File: config.mk
export PLATFORM = sky130hd
export DESIGN_NAME = sd_controller_wb
export DESIGN_NICKNAME = d
export VERILOG_FILES = /design/src/rtl/sd_controller_wb.sv
export SDC_FILE = /design/constraint.sdc
export NUM_CORES = 1
export LEC_CHECK = 0
export CORE_MARGIN = 1.5
export CORE_UTILIZATION = 31
export CTS_CLUSTER_SIZE = 28
export DETAILED_ROUTE_END_ITERATION = 12
export PLACE_DENSITY_LB_ADDON = 0.08
export SLEW_MARGIN = 30
export SYNTH_ARGS = -nofsm -noshare
export SYNTH_HDL_FRONTEND = slang
export SYNTH_SLANG_ARGS = --single-unit
File: constraint.sdc
create_clock -name wb_clk_i -period 7.7 [get_ports wb_clk_i]
set_input_delay 1.54 -clock wb_clk_i [delete_from_list [all_inputs] [get_ports wb_clk_i]]
set_output_delay 1.54 -clock wb_clk_i [all_outputs]
set_load 0.02 [all_outputs]
File: src/rtl/sd_controller_wb.sv
// sd_controller_wb: Wishbone B3 classic slave register file for the SD
// controller. It holds the command, configuration and DMA registers that feed
// the command and data engines, returns the engine response and status words
// on reads, and issues one-cycle strobes for command start and for clearing
// the interrupt status.
//
// Ports:
//   wb_clk_i, wb_rst_i         clock, asynchronous active-high reset
//   wb_* (dat/adr/sel/we/cyc/stb/ack)  Wishbone classic slave
//   cmd_start, cmd_int_rst, data_int_rst  one-cycle strobes, coincident with ack
//   *_reg outputs              stored register values for the engines
//   response_*_reg, *_int_status_reg  engine values returned on reads
module sd_controller_wb #(
  parameter int CMD_REG_SIZE     = 14,
  parameter int BLKSIZE_W        = 12,
  parameter int BLKCNT_W         = 16,
  parameter int INT_CMD_SIZE     = 5,
  parameter int INT_DATA_SIZE    = 3,
  parameter int RESET_BLOCK_SIZE = 511,
  parameter int RESET_CLK_DIV    = 0
) (
  input  logic                     wb_clk_i,
  input  logic                     wb_rst_i,
  input  logic [31:0]              wb_dat_i,
  output logic [31:0]              wb_dat_o,
  input  logic [7:0]               wb_adr_i,
  input  logic [3:0]               wb_sel_i,
  input  logic                     wb_we_i,
  input  logic                     wb_cyc_i,
  input  logic                     wb_stb_i,
  output logic                     wb_ack_o,
  output logic                     cmd_start,
  output logic                     data_int_rst,
  output logic                     cmd_int_rst,
  output logic [31:0]              argument_reg,
  output logic [CMD_REG_SIZE-1:0]  command_reg,
  input  logic [31:0]              response_0_reg,
  input  logic [31:0]              response_1_reg,
  input  logic [31:0]              response_2_reg,
  input  logic [31:0]              response_3_reg,
  output logic                     software_reset_reg,
  output logic [15:0]              timeout_reg,
  output logic [BLKSIZE_W-1:0]     block_size_reg,
  output logic [15:0]              controll_setting_reg,
  input  logic [INT_CMD_SIZE-1:0]  cmd_int_status_reg,
  output logic [INT_CMD_SIZE-1:0]  cmd_int_enable_reg,
  output logic [7:0]               clock_divider_reg,
  output logic [BLKCNT_W-1:0]      block_count_reg,
  output logic [31:0]              dma_addr_reg,
  input  logic [INT_DATA_SIZE-1:0] data_int_status_reg,
  output logic [INT_DATA_SIZE-1:0] data_int_enable_reg
);

  logic                     r_ack;
  logic [31:0]              r_dat;
  logic                     r_cmd_start;
  logic                     r_cmd_int_rst;
  logic                     r_data_int_rst;
  logic [31:0]              r_argument;
  logic [CMD_REG_SIZE-1:0]  r_command;
  logic                     r_soft_reset;
  logic [15:0]              r_timeout;
  logic [BLKSIZE_W-1:0]     r_block_size;
  logic [15:0]              r_ctrl;
  logic [INT_CMD_SIZE-1:0]  r_cmd_int_en;
  logic [7:0]               r_clk_div;
  logic [BLKCNT_W-1:0]      r_block_count;
  logic [31:0]              r_dma_addr;
  logic [INT_DATA_SIZE-1:0] r_data_int_en;

  logic        w_access;
  logic        w_wr;
  logic        w_rd;
  logic [31:0] w_rd_data;

  // The ack term blocks a second access on the edge right after an ack, which
  // gives the one-access-per-two-cycles behaviour of classic Wishbone.
  assign w_access = wb_cyc_i & wb_stb_i & ~r_ack;
  assign w_wr     = w_access & wb_we_i;
  assign w_rd     = w_access & ~wb_we_i;

  // Byte-lane merge on a zero-extended view of the register; the caller
  // truncates the result back to the register width.
  function automatic logic [31:0] f_merge(input logic [31:0] old_val,
                                          input logic [31:0] dat,
                                          input logic [3:0]  sel);
    logic [31:0] res;
    res = old_val;
    for (int i = 0; i < 4; i++) begin
      if (sel[i]) res[i*8 +: 8] = dat[i*8 +: 8];
    end
    return res;
  endfunction

  always_comb begin
    w_rd_data = '0;
    case (wb_adr_i)
      8'h00: w_rd_data = r_argument;
      8'h04: w_rd_data = 32'(r_command);
      8'h08: w_rd_data = response_0_reg;
      8'h0C: w_rd_data = response_1_reg;
      8'h10: w_rd_data = response_2_reg;
      8'h14: w_rd_data = response_3_reg;
      8'h1C: w_rd_data = 32'(r_ctrl);
      8'h20: w_rd_data = 32'(r_timeout);
      8'h24: w_rd_data = 32'(r_clk_div);
      8'h28: w_rd_data = 32'(r_soft_reset);
      8'h2C: w_rd_data = 32'h0000_000F;
      8'h30: w_rd_data = 32'h0000_0000;
      8'h34: w_rd_data = 32'(cmd_int_status_reg);
      8'h38: w_rd_data = 32'(r_cmd_int_en);
      8'h3C: w_rd_data = 32'(data_int_status_reg);
      8'h40: w_rd_data = 32'(r_data_int_en);
      8'h44: w_rd_data = 32'(r_block_size);
      8'h48: w_rd_data = 32'(r_block_count);
      8'h60: w_rd_data = r_dma_addr;
      default: w_rd_data = '0;
    endcase
  end

  always_ff @(posedge wb_clk_i or posedge wb_rst_i) begin
    if (wb_rst_i) begin
      r_ack          <= 1'b0;
      r_dat          <= '0;
      r_cmd_start    <= 1'b0;
      r_cmd_int_rst  <= 1'b0;
      r_data_int_rst <= 1'b0;
      r_argument     <= '0;
      r_command      <= '0;
      r_soft_reset   <= 1'b0;
      r_timeout      <= '0;
      r_block_size   <= BLKSIZE_W'(RESET_BLOCK_SIZE);
      r_ctrl         <= '0;
      r_cmd_int_en   <= '0;
      r_clk_div      <= 8'(RESET_CLK_DIV);
      r_block_count  <= '0;
      r_dma_addr     <= '0;
      r_data_int_en  <= '0;
    end else begin
      r_ack          <= w_access;
      r_cmd_start    <= 1'b0;
      r_cmd_int_rst  <= 1'b0;
      r_data_int_rst <= 1'b0;
      if (w_rd) r_dat <= w_rd_data;
      if (w_wr) begin
        case (wb_adr_i)
          8'h00: begin
            r_argument  <= f_merge(r_argument, wb_dat_i, wb_sel_i);
            r_cmd_start <= 1'b1;
          end
          8'h04: r_command     <= CMD_REG_SIZE'(f_merge(32'(r_command), wb_dat_i, wb_sel_i));
          8'h1C: r_ctrl        <= 16'(f_merge(32'(r_ctrl), wb_dat_i, wb_sel_i));
          8'h20: r_timeout     <= 16'(f_merge(32'(r_timeout), wb_dat_i, wb_sel_i));
          8'h24: r_clk_div     <= 8'(f_merge(32'(r_clk_div), wb_dat_i, wb_sel_i));
          8'h28: r_soft_reset  <= 1'(f_merge(32'(r_soft_reset), wb_dat_i, wb_sel_i));
          8'h34: r_cmd_int_rst <= 1'b1;
          8'h38: r_cmd_int_en  <= INT_CMD_SIZE'(f_merge(32'(r_cmd_int_en), wb_dat_i, wb_sel_i));
          8'h3C: r_data_int_rst <= 1'b1;
          8'h40: r_data_int_en <= INT_DATA_SIZE'(f_merge(32'(r_data_int_en), wb_dat_i, wb_sel_i));
          8'h44: r_block_size  <= BLKSIZE_W'(f_merge(32'(r_block_size), wb_dat_i, wb_sel_i));
          8'h48: r_block_count <= BLKCNT_W'(f_merge(32'(r_block_count), wb_dat_i, wb_sel_i));
          8'h60: r_dma_addr    <= f_merge(r_dma_addr, wb_dat_i, wb_sel_i);
          default: ;
        endcase
      end
    end
  end

  assign wb_ack_o             = r_ack;
  assign wb_dat_o             = r_dat;
  assign cmd_start            = r_cmd_start;
  assign cmd_int_rst          = r_cmd_int_rst;
  assign data_int_rst         = r_data_int_rst;
  assign argument_reg         = r_argument;
  assign command_reg          = r_command;
  assign software_reset_reg   = r_soft_reset;
  assign timeout_reg          = r_timeout;
  assign block_size_reg       = r_block_size;
  assign controll_setting_reg = r_ctrl;
  assign cmd_int_enable_reg   = r_cmd_int_en;
  assign clock_divider_reg    = r_clk_div;
  assign block_count_reg      = r_block_count;
  assign dma_addr_reg         = r_dma_addr;
  assign data_int_enable_reg  = r_data_int_en;

endmodule

==> summary.txt, run 1 <==
Detailed routing
  • Initial DRT Pass Iterations: 5
  • Vias/cell: 5.50
  • Total Wirelength: around 44000 um
  • Drt drc: 0
  • DR vias: around 8700
  • Antenna viol nets, final: 0
  • Iteration-0 DRC Markers: around 590
  • Wirelength per Cell: between 20 and 30 um

Floorplan
  • Core Region: 31500 um^2
  • Rows: 65
  • Die ar.: roughly 33000 um^2
  • Chip Width: 182 um
  • Die H: ~180 um
  • Initial Utilization: 0.314
  • I/O Pins: ~380

Timing
  • Fmax: 230 MHz
  • Setup tns final: 0 ns
  • Final worst path period share: 0.564
  • Worst Skew: 0.0158 ns
  • Slew HR: 0.343
  • Unrepaired setup endpoints after global routing: no
  • Final Slew Violations: 0
  • Shortest period the worst path allows: ~4.3 ns
  • Final Setup Violations: 0
  • Worst-margin pin slew: ~0.98 ns
  • Final hold vios: 0

Synthesis
  • EDFF count, synth: 0
  • Synth unique cells: between 70 and 80
  • Seq/Total Area, Yosys: 0.484
  • Synth warn: 0
  • Seq cells post-synth: around 190
  • FFs w/ async S/R, synth: 1.00
  • Cells after synthesis: 809
  • Cell Area, Synth: about 9900 um^2
  • Mean post-synth cell area: about 12 um^2
  • Synth Net Count: between 900 and 1000
  • Post-synth top flop: dfrtp_1

Cells and area
  • Multi-input gate area: roughly 4800 um^2
  • Share of cells above drive strength 1: 0.198
  • Fin area: 14500 um^2
  • Fill cells: 3004
  • Layout area overhead: 47.0%
  • NumNets Final: about 1300
  • FF/Latch Area: 4790 um^2

Placement
  • DP HPWL: ~32000 um
  • Input/output buffers: 375
  • Routability-driven placement congestion ratio: 0.834
  • Post-DP Area: approximately 14000 um^2

Setup path
  • Arrival @ worst endpoint: around 4.7 ns
  • CP required: 8.03 ns
  • Crit end category: flip-flop
  • Max FO, Critical Path: 18
  • Worst setup SP type: primary input
  • CP Class: primary input to flip-flop

Global routing
  • First-pass GRT wire length: ~63000 um
  • Largest net degree at the start of global routing: approximately 130
  • All-Layer GR Usage: 0.263
  • Vias in the first global route: roughly 8900
  • Initial antenna violation count: 2
  • Grt ovf: 0

Clock tree
  • Post-cts resize count: 0
  • Post-CTS Setup Inserts: 0
  • Total CTS buffers: 17
  • Clock root buffer: clkbuf_16
  • Clock Path Buffers: 2
  • Clock slew at reported path FFs: roughly 0.080 ns
  • CTS H-tree lvls: 4
  • CTS Sinks: approximately 190
  • # hold bufs at CTS: 0
  • CTS tree: built
  • Clock latency on the worst-skew pair: 0.45 ns

Power and ir drop
  • Peak VDD IR: 0.144 mV
  • Pwr dens: 151 nW/um^2
  • Leak pwr: 0.00615 uW

Run
  • Max Cap Violations: 0

Min path
  • HP Class: flip-flop to flip-flop

Run status
  • Outcome: finished clean
-- final cells by class --
type | count | area share
tap | 402 | 0.0346
multi-input combinational | 555 | 0.329
clock inverter | 12 | 0.00826
inverter | 1 | 0.00112
clock buffer | 19 | 0.0305
sequential | 191 | 0.329
timing repair buffer | 393 | 0.267
antenna | 2 | 0.000344
-- routing by layer --
layer / part of all wire / GRT usage / vias to the layer above
met5: 0 / 0 / -
met4: 0.023 / 0.0810 / 0
met3: 0.071 / 0.0638 / 58
met2: 0.47 / 0.433 / 393
met1: 0.44 / 0.342 / 4392
li1: - / - / 3826
-- layout by cell type, fill, tap and decap left out, drive strengths merged, types with 7 or more instances in the layout --
cell type / count
clkdlybuf4s50: 373
dfrtp: 182
mux2: 172
a22oi: 60
nand2: 57
o21ai: 32
o22ai: 27
mux2i: 23
nand3: 21
buf: 20
clkbuf: 19
nor2: 15
a21oi: 14
a221oi: 12
dfstp: 9
and3: 9
a22o: 7
nor4b: 7
inv: 7
-- path summary, 6_finish.rpt --
path | from | endpoint | slack, ns | cells past startpoint
worst max-delay path | wb_adr_i[7] | block_count_reg[1] | 3.35 | 5
worst min-delay path | wb_dat_o[6] | wb_dat_o[6] | 0.48 | 2
worst max register to register | wb_ack_o | clock_divider_reg[3] | 5.26 | 4
worst min register to register | wb_dat_o[6] | wb_dat_o[6] | 0.48 | 2
max in group asynchronous | wb_rst_i | wb_dat_o[8] | 5.06 | 3
min in group asynchronous | wb_rst_i | argument_reg[28] | 1.50 | 2
-- cell families (layout without fill, tap and decap cells) --
group,after synthesis,in the layout,share of synthesized area
AO/OA/AOI/OAI,204,204,0.148
other,0,2,0
multiplexers,197,197,0.230
buffers and inverters,63,425,0.0363
XOR/XNOR,1,1,0.000885
AND/OR/NAND/NOR,153,153,0.101
flip-flops,191,191,0.484
-- worst max-delay path: stages --
cell	delay [ns]
clkdlybuf4s50_1	0.85
nor4b_4	1.01
and2_1	0.68
nand2_4	0.20
mux2_1	0.37
-- per-stage QoR --
step                std cells  hold WS [ns]  total power, uW   util  worst slack (ns)
detailed placement       1542         0.469             1330  0.444              2.97
finish                   1575         0.476             2190  0.462              3.35
global placement         1542         0.463             1330  0.443              3.03
CTS                      1573         0.485             2210  0.462              3.45
floorplan                 809         0.590             1150      -             0.976
global route             1575         0.518             2270  0.462              3.27
-- Yosys cell counts, types with 3 or more instances --
library cell / n / share of area
nor3b_1: 4 / 0.0030
nor2_1: 14 / 0.0053
buf_2: 24 / 0.012
o2111ai_1: 3 / 0.0027
a31oi_1: 4 / 0.0025
nand3_1: 16 / 0.0081
and2_1: 3 / 0.0019
mux2i_1: 23 / 0.023
a221oi_1: 12 / 0.011
o211ai_1: 4 / 0.0030
o21ai_0: 27 / 0.014
mux2_2: 118 / 0.13
a211oi_1: 4 / 0.0030
mux2_4: 16 / 0.024
a32o_1: 3 / 0.0030
nand3_2: 5 / 0.0051
nor4b_4: 3 / 0.0072
buf_4: 6 / 0.0046
o22ai_1: 26 / 0.016
a32oi_1: 5 / 0.0044
a22oi_1: 60 / 0.046
nor4_4: 3 / 0.0064
nand4_1: 4 / 0.0025
o21ai_1: 4 / 0.0020
a21oi_1: 14 / 0.0071
and3b_1: 3 / 0.0027
nor4b_1: 3 / 0.0027
and2_0: 3 / 0.0019
dfstp_2: 9 / 0.024
nand2_1: 45 / 0.017
clkbuf_1: 21 / 0.0080
mux2_1: 38 / 0.043
nor2b_1: 5 / 0.0032
buf_6: 7 / 0.0080
and3_1: 9 / 0.0057
nor3_1: 5 / 0.0025
o2bb2ai_1: 3 / 0.0027
a22o_1: 7 / 0.0062
a2bb2oi_1: 5 / 0.0044
dfrtp_1: 182 / 0.46
nand2_2: 8 / 0.0051
-- power breakdown --
group / switching (uW) / leakage (uW) / internal (uW)
clock: 443 / 0.000278 / 437
combinational: 149 / 0.00324 / 140
sequential: 8.77 / 0.00262 / 1010
Power figures use the tool's default switching activity.
==> inputs of run 2 (changes only) <==
- clock period: 7.7 -> 4.3 ns (I/O delays scaled with it)
==> run 2 against run 1 <==
Worst setup slack worse by 2.3 ns. Sequential share of layout area decreased by 0.46 points. First-iteration DRC count down 3.6%. Combinational power increased by 83%. Final area up 1.4%. Largest cell class unchanged. Sequential power up 79%. Highest routed layer is now met5.
==> summary.txt, run 2 (same netlist as run 1, synthesis figures left out) <==
Setup path
  • Worst path max stage delay: approximately 0.68 ns
  • Flop2flop setup slack: between 1.5 and 2 ns
  • CP required: about 4.6 ns
  • R2R Path End: argument_reg[3]
  • Register-to-Register Path Depth: 5
  • Reg-to-Reg Start: wb_ack_o
  • Max FO, Critical Path: 13
  • Critical Path Source: wb_adr_i[1]
  • CP max-delay cell: nor4_4
  • CP delay by family, top: simple AND/OR/NAND/NOR gates
  • Arrival @ worst endpoint: roughly 3.6 ns
  • Worst setup SP type: primary input
  • Crit end category: flip-flop
  • Worst-path cell chain: clkdlybuf4s50_1, nor4_4, and3_2, buf_4, nand2_8, mux2_4
  • Buf/Inv on CP: 2
  • CP Class: primary input to flip-flop

Timing
  • Final Setup Violations: 0
  • Unrepaired setup endpoints after global routing: no
  • Final Slew Violations: 0
  • Worst Skew: about 0.015 ns
  • Worst-margin pin slew: 0.894 ns
  • Setup tns final: 0 ns
  • Slew HR: 0.403
  • Fmax: 309 MHz
  • Final hold slack: approximately 0.48 ns
  • Final hold vios: 0
  • Final worst path period share: 0.752
  • Shortest period the worst path allows: around 3.2 ns

Global routing
  • First-pass GRT wire length: 62900 um
  • Largest net degree at the start of global routing: between 100 and 150
  • Vias in the first global route: 9051
  • Initial antenna violation count: 3
  • Grt ovf: 0
  • All-Layer GR Usage: 0.265

Cells and area
  • Commonest non-fill, non-tap cells in the layout: clkdlybuf4s50_1 (373), dfrtp_1 (182), mux2_2 (118)
  • Share of cells above drive strength 1: 0.213
  • NumNets Final: approximately 1400
  • Layout area overhead: 49.1%
  • Most common cell after layout, fill and taps aside: clkdlybuf4s50_1
  • Final Non-Filler Cells: 1600
  • Final Core Density: 0.469

Placement
  • Input/output buffers: about 380
  • Post-placement cell count: between 1500 and 2000
  • Routability-driven placement congestion ratio: approximately 0.85
  • DP HPWL: 33100 um

Floorplan
  • Die ar.: about 33000 um^2
  • Initial Utilization: 0.314
  • Chip Width: about 180 um
  • Core Region: 31500 um^2
  • Rows: 65
  • Die H: about 180 um
  • I/O Pins: 376

Min path
  • HP Class: flip-flop to flip-flop
  • Hold Path Depth: 2
  • HP Start: wb_dat_o[23]
  • WHS Endpoint: wb_dat_o[23]

Power and ir drop
  • Pwr dens: 267 nW/um^2
  • Switching share of power: 0.275
  • Reg power frac: 0.465
  • Peak VDD IR: roughly 0.23 mV
  • Clock share of power: 0.401
  • Net Sw Power: around 1100 uW
  • Cell internal pwr: 2860 uW
  • Leak pwr: about 0.0063 uW
  • Pwr Total: just under 4000 uW
  • Power share of the combinational group: 0.134

Run status
  • Outcome: finished clean

Clock tree
  • CTS tree: built
  • Post-CTS Setup Inserts: 0
  • Post-cts resize count: 0
  • # hold bufs at CTS: 0
  • Clock Path Buffers: 2
  • Total CTS buffers: 17
  • Clock slew at reported path FFs: ~0.07 ns
  • CTS Sinks: 191
  • Clock root buffer: clkbuf_16
  • CTS H-tree lvls: 4
  • Clock latency on the worst-skew pair: 0.45 ns

Detailed routing
  • Total Wirelength: about 44000 um
  • Iteration-0 DRC Markers: 570
  • Wirelength per Cell: around 28 um
  • DR vias: 8883
  • Vias/cell: 5.55
  • Initial DRT Pass Iterations: 5
  • Drt drc: 0
  • Antenna viol nets, final: 0

Run
  • Max Cap Violations: 0
==> run 2: changes by cell type in the layout (fill, tap and decap cells not counted), sizes merged <==
cell      change
buf          +24
clkinv        +4
clkinvlp      +1
inv           -4
==> run 2: metal layers <==
layer / GRT usage / wire length, um
met1: 0.344 / 18800
met2: 0.437 / 21100
met3: 0.0550 / 3240
met4: 0.0980 / 1120
met5: 0 / 12
==> run 2: final cells by class <==
class,instances,area [um^2]
fillers,3009,16700
flip-flops and latches,191,4790
multi-input cells,555,4770
repair buffers,417,4100
well taps,402,503
clock buffers,19,443
clock inverters,13,130
inverters,1,7.51
diodes,2,5.00
==> run 2: worst max path at each step <==
stage	slack, ns	depth (start not counted)	to
after CTS	1.11	6	dma_addr_reg[9]
after global routing	0.99	6	dma_addr_reg[12]
after detailed placement	0.66	6	dma_addr_reg[12]
final	1.06	6	dma_addr_reg[9]
after global placement	0.76	6	dma_addr_reg[15]
after floorplan	0.98	1	argument_reg[0]
==> run 2: power groups by stage <==
stage	sequential [uW]	combinational, uW	clock [uW]
after global routing	1830	557	1690
after floorplan	1890	175	0
final	1830	528	1580
after CTS	1830	531	1610
after global placement	1870	528	0
after detailed placement	1870	529	0
==> run 2: tightest hold or removal path: cells and delay by family, from the launching register on <==
kind,cells,cell delay [ns]
flops,1,0.34
simple gates,1,0.04
compound gates,1,0.06
==> run 2: through the flow <==
stage	setup slack, ns	area [um^2]
finish	1.06	14700
CTS	1.11	14700
global placement	0.759	14200
global route	0.990	14700
detailed placement	0.659	14200
floorplan	0.985	9900
